### src/rtl/fetch_stage_pkg.sv
// fetch_stage_pkg: shared constants and types for the F stage.
//   npc_op_e   : D-stage next-PC select codes (seq / br / j / jr)
//   fd_t       : F/D pipeline register contents (instruction + its address)
//   DEF_*      : default reset PC and exception vector
package fetch_stage_pkg;

  typedef enum logic [1:0] {
    NPC_SEQ = 2'd0,
    NPC_BR  = 2'd1,
    NPC_J   = 2'd2,
    NPC_JR  = 2'd3
  } npc_op_e;

  typedef struct packed {
    logic [31:0] ir;
    logic [31:0] pc;
  } fd_t;

  localparam logic [31:0] DEF_RESET_PC = 32'h0000_3000;
  localparam logic [31:0] DEF_EXC_VEC  = 32'h0000_4180;
  // Size of the legal instruction window starting at RESET_PC.
  localparam logic [31:0] IM_SPAN      = 32'h0000_1000;

endpackage

### src/rtl/fetch_stage_npc.sv
// fetch_stage_npc: pure combinational next-PC mux.
//   pc_f    in  32  current fetch address
//   pc_d    in  32  address of the instruction in D (the branch/jump)
//   npcop   in   2  next-PC select
//   branch  in   1  comparator result, only used for NPC_BR
//   imm26   in  26  [15:0] branch offset, [25:0] jump index
//   rs      in  32  jr/jalr target
//   npc     out 32  next fetch address (modular, carries dropped)
module fetch_stage_npc
  import fetch_stage_pkg::*;
(
  input  logic [31:0] pc_f,
  input  logic [31:0] pc_d,
  input  npc_op_e     npcop,
  input  logic        branch,
  input  logic [25:0] imm26,
  input  logic [31:0] rs,
  output logic [31:0] npc
);

  logic [31:0] seq, br_tgt, j_tgt;

  assign seq    = pc_f + 32'd4;
  // Branch target is relative to the delay slot (PC_D + 4).
  assign br_tgt = pc_d + 32'd4 + {{14{imm26[15]}}, imm26[15:0], 2'b00};
  assign j_tgt  = {pc_d[31:28], imm26, 2'b00};

  always_comb begin
    npc = seq;
    unique case (npcop)
      NPC_SEQ: npc = seq;
      NPC_BR:  npc = branch ? br_tgt : seq;
      NPC_J:   npc = j_tgt;
      NPC_JR:  npc = rs;
      default: npc = seq;
    endcase
  end

endmodule

### src/rtl/fetch_stage.sv
// fetch_stage: F stage of the 5-stage MIPS pipeline. Owns PC_F and the F/D
// register; the slot after a branch is never squashed (one delay slot).
// Optional macro FETCH_EXC_EN adds exception entry, eret and the fetch
// address-error check.
//   clk, reset  clock / async active-high reset
//   Stall       hold PC_F and F/D
//   NPCOp       next-PC select from D; Branch qualifies NPC_BR
//   Imm26_D     offset/index field of IR_D; RegRs_D jr target
//   Instr_F     IM read data at PC_F
//   PC_F        fetch address;  IR_D/PC_D  F/D register;  PC8_D  link value
//   [FETCH_EXC_EN] ExcFlush, Eret, EPC in; AdEL_D out
module fetch_stage
  import fetch_stage_pkg::*;
#(
  parameter logic [31:0] RESET_PC = DEF_RESET_PC
`ifdef FETCH_EXC_EN
  ,
  parameter logic [31:0] EXC_VEC  = DEF_EXC_VEC
`endif
)(
  input  logic        clk,
  input  logic        reset,
  input  logic        Stall,
  input  logic [1:0]  NPCOp,
  input  logic        Branch,
  input  logic [25:0] Imm26_D,
  input  logic [31:0] RegRs_D,
  input  logic [31:0] Instr_F,
  output logic [31:0] PC_F,
  output logic [31:0] IR_D,
  output logic [31:0] PC_D,
  output logic [31:0] PC8_D
`ifdef FETCH_EXC_EN
  ,
  input  logic        ExcFlush,
  input  logic        Eret,
  input  logic [31:0] EPC,
  output logic        AdEL_D
`endif
);

  logic [31:0] pc_f, npc;
  fd_t         fd;

  fetch_stage_npc u_npc (
    .pc_f   (pc_f),
    .pc_d   (fd.pc),
    .npcop  (npc_op_e'(NPCOp)),
    .branch (Branch),
    .imm26  (Imm26_D),
    .rs     (RegRs_D),
    .npc    (npc)
  );

`ifdef FETCH_EXC_EN
  logic adel_f, adel_d;

  // Fetch outside the word-aligned IM window is flagged and turned into a nop.
  assign adel_f = (pc_f[1:0] != 2'b00) || (pc_f < RESET_PC) ||
                  (pc_f >= RESET_PC + IM_SPAN);

  always_ff @(posedge clk or posedge reset) begin
    if (reset) begin
      pc_f   <= RESET_PC;
      fd     <= '{ir: '0, pc: RESET_PC};
      adel_d <= 1'b0;
    end else if (ExcFlush) begin
      pc_f   <= EXC_VEC;
      fd     <= '{ir: '0, pc: EXC_VEC};
      adel_d <= 1'b0;
    end else if (Eret) begin
      // Bubble enters D; the return target is fetched next.
      pc_f   <= EPC;
      fd     <= '{ir: '0, pc: EPC};
      adel_d <= 1'b0;
    end else if (!Stall) begin
      pc_f   <= npc;
      fd     <= '{ir: adel_f ? 32'd0 : Instr_F, pc: pc_f};
      adel_d <= adel_f;
    end
  end

  assign AdEL_D = adel_d;
`else
  always_ff @(posedge clk or posedge reset) begin
    if (reset) begin
      pc_f <= RESET_PC;
      fd   <= '{ir: '0, pc: RESET_PC};
    end else if (!Stall) begin
      pc_f <= npc;
      fd   <= '{ir: Instr_F, pc: pc_f};
    end
  end
`endif

  // A stall holds D, so any redirect is simply recomputed from the held D
  // state once the stall releases.
  assign PC_F  = pc_f;
  assign IR_D  = fd.ir;
  assign PC_D  = fd.pc;
  assign PC8_D = fd.pc + 32'd8;

endmodule

### config.mk
export PLATFORM = sky130hd
export DESIGN_NAME = fetch_stage
export DESIGN_NICKNAME = d
export VERILOG_FILES = /design/src/rtl/fetch_stage_pkg.sv /design/src/rtl/fetch_stage_npc.sv /design/src/rtl/fetch_stage.sv
export SDC_FILE = /design/constraint.sdc
export NUM_CORES = 1
export LEC_CHECK = 0
export BUFFER_PORTS_ARGS = -buffer_cell sky130_fd_sc_hd__buf_4
export CAP_MARGIN = 10
export CORE_MARGIN = 3
export CORE_UTILIZATION = 45
export CTS_CLUSTER_DIAMETER = 120
export DETAILED_ROUTE_END_ITERATION = 6
export HOLD_SLACK_MARGIN = 0.06
export PLACE_DENSITY_LB_ADDON = 0.25
export RECOVER_POWER = 100
export SLEW_MARGIN = 20
export SYNTH_ARGS = -nofsm -noshare
export SYNTH_HDL_FRONTEND = slang
export SYNTH_SLANG_ARGS = --single-unit
### constraint.sdc
create_clock -name clk -period 3.32 [get_ports clk]
set_clock_uncertainty 0.05 [all_clocks]
set_input_delay 0.332 -clock clk [delete_from_list [all_inputs] [get_ports clk]]
set_output_delay 0.332 -clock clk [all_outputs]
set_load 0.02 [all_outputs]
==> results.ini <==
[run_status]
status = finished, violations left
violations = max-capacitance violations, max-slew violations

[synth]
syn_avg_cell_area_um2 = 9.33
ys_warn_count = 0
synth_area_leaders = dfrtp_1, mux2_2, ha_1
synth_top_cell_area_share_pct = 31.4
yosysSeqAreaShare_pct = 32.9
synth-async-reset-ratio_pct = 100
synth-main-ff-cell = dfrtp_1
synth.distinct_cells = 74
syn_nets = 941
yosysTopAreaCell = dfrtp_1
synth-seq-cells = 96
synth_enable_flop_cells = 0
syn-cell-area_um2 = 7330
syn_inst = 785

[floorplan]
die_h_um = 134
ios = 224
initial_core_util_pct = 46.1
dieWidth_um = 134
die-area_um2 = 17800
rows = 46
core_um2 = 15900

[routing]
wl_per_cell_um = 18.4
via_count = 6928
drt_iter0_markers = 467
drc_errors = 0
ant_nets = 0
vias_per_cell = 5.72
wl_um = 22300
drtPass1Iterations = 7

[layout]
instances_no_fill = 1212
final_nets = 1147
syn_to_final_growth_pct = 23.4
drive_above_1_share_pct = 23.2
diodes = 0
finish.utilization_pct = 56.9

[global_route]
grt_max_degree = 51
antenna_found_initial = 0
grt_pass1_wl_um = 34900
gr-usage-all-layers_pct = 24.3
first_global_vias = 6537
grt_overflow = 0

[timing]
fmax_ghz = 0.323
hold_viol = 0
slew_headroom_pct = -59.7
drv_slew = 145
whs_ns = 0.148
setup_viol = 0
rsz0062_at_grt = no
worst_slack_ns = 0.222
tightestPinTransition_ns = 2.40
fin_crit_ns = 3.10
period_share_pct = 93.3
fin_tns_setup_ns = 0

[clock_tree]
insertion_delay_ns = 0.36
clkTransAtPathRegs_ns = 0.08
clock_sinks = 96
root_buffer = clkbuf_16
cts_setup_buffers = 0
cts_buffer_depth = 2
cts_made_buffers = 9
htreeDepth = 3
cts_tree = yes

[placed_design]
port_buffers = 223
place_congestion = 0.940
dp_hpwl_um = 16500
dp_cells = 1195
pre_cts_slack_ns = 0.0919

[pwr]
ir_worst_vdd_mv = 0.290
powerDensity_nw_per_um2 = 592
leakagePower_nw = 3.98

[worst_setup_path]
worstPathMaxFanout = 4
cp.required_ns = 3.48
slowest_stage = fa_1
crit_path_start_kind = flip-flop
end_kind = flip-flop
worst_path_largest_cell_delay_ns = 0.39
critPathKind = flip-flop to flip-flop
cp.arrival_ns = 3.26
crit_path_cell_trace = ha_1 -> ha_1 -> inv_1 -> fa_1 -> nor2b_1 -> o21ai_0 -> a21oi_1 -> o211ai_1 -> o211a_1 -> o41ai_2 -> xnor2_1 -> o21ai_0

[run]
max-cap-violations = 3

[hold_path]
hold_class = input port to flip-flop

==> per-stage QoR <==
stage	cell area [um2]	total power (W)
floorplan	7330	0.00350
global placement	9200	0.00452
detailed placement	9200	0.00455
CTS	9500	0.00561
global route	9040	0.00570
finish	9040	0.00535
==> registers in the layout, summed over array words and instances, names as in the netlist <==
name / count
PC_D: 32
IR_D: 32
PC_F: 32
==> report_power, final <==
part / switching [W] / internal [W] / leakage (nW) / total, W
registers: 0.000346 / 0.00139 / 1.15 / 0.00173
logic: 0.00156 / 0.00102 / 2.68 / 0.00258
clock network: 0.000519 / 0.000524 / 0.143 / 0.00104
total: 0.00242 / 0.00293 / 3.98 / 0.00535
==> final cells by class <==
type                            instances  area, um2
Tap cell                              216        270
Sequential cell                        96       2410
Clock inverter                          7       60.1
Clock buffer                            9        225
Multi-Input combinational cell        622       4640
Inverter                               24       90.1
Fill cell                            1604       6840
Timing Repair Buffer                  238       1350
==> cell usage after synthesis (all sizes together), types with 13 or more instances <==
cell type and instances:
nor2 31, clkbuf 33, xnor2 34, nand3 30, inv 24, a21oi 55, ha 59, mux2 84
o21ai 66, nand2 75, a31oi 18, xor2 20, a21o 13, dfrtp 92
==> layout by cell type, fill, tap and decap left out, types with 6 or more instances in the layout <==
master,instances
a21o_1,13
inv_1,24
ha_1,59
nand3_1,30
nand4_1,8
buf_4,109
clkbuf_16,9
nand2_1,75
a31oi_1,17
o21ai_0,65
dfrtp_1,92
nor3_1,11
clkbuf_1,120
mux2_2,83
and4_1,6
xnor2_1,34
and3_1,7
a21oi_1,55
o21a_1,8
nor2_1,30
o221ai_1,8
xor2_1,20
==> worst max-delay path: cells and delay by family, from the launching register on <==
kind | cells | cell delay [ns]
AO/OA/AOI/OAI | 6 | 1.29
adder cells (fa/ha/maj) | 3 | 0.87
flip-flops | 1 | 0.38
XOR/XNOR | 1 | 0.17
AND/OR/NAND/NOR | 1 | 0.15
buffers and inverters | 1 | 0.06
==> path summary, 6_finish.rpt <==
| path | start | end | slack (ns) | cells past startpoint |
|---|---|---|---|---|
| max | PC_D[3]$_DFFE_PP0N_ | PC_F[27]$_DFFE_PP0N_ | 0.22 | 12 |
| min | Instr_F[4] | IR_D[4]$_DFFE_PP0N_ | 0.15 | 2 |
| min in group asynchronous | reset | PC_F[1]$_DFFE_PP0P_ | 1.16 | 3 |
| max in group asynchronous | reset | PC_D[22]$_DFFE_PP0N_ | 0.85 | 3 |
| min reg2reg | IR_D[19]$_DFFE_PP0N_ | IR_D[19]$_DFFE_PP0N_ | 0.46 | 1 |
| max reg2reg | PC_D[3]$_DFFE_PP0N_ | PC_F[27]$_DFFE_PP0N_ | 0.22 | 12 |
==> timing repair <==
action,4_1_cts,5_1_grt
endpoints found under the setup margin,0,2
endpoints found under the hold margin,6,0
resized for setup,0,2
hold buffers,1,0
==> routing by layer <==
metal	global-route usage [%]	part of all wire, %	up-vias
met2	39.7	47	260
met3	3.93	6.7	21
met1	33.5	44	3326
li1	-	-	3321
met4	7.20	1.5	0
met5	0	0	-
==> kinds of logic after synthesis <==
| group | after synthesis | share of synthesized area [%] |
|---|---|---|
| AO/OA/AOI/OAI | 222 | 19.3 |
| XOR/XNOR | 54 | 6.46 |
| AND/OR/NAND/NOR | 199 | 13.8 |
| flip-flops | 96 | 32.9 |
| adder cells (fa/ha/maj) | 60 | 10.3 |
| multiplexers | 87 | 13.3 |
| buffers and inverters | 67 | 3.96 |
(Power assumes the default switching activity.)
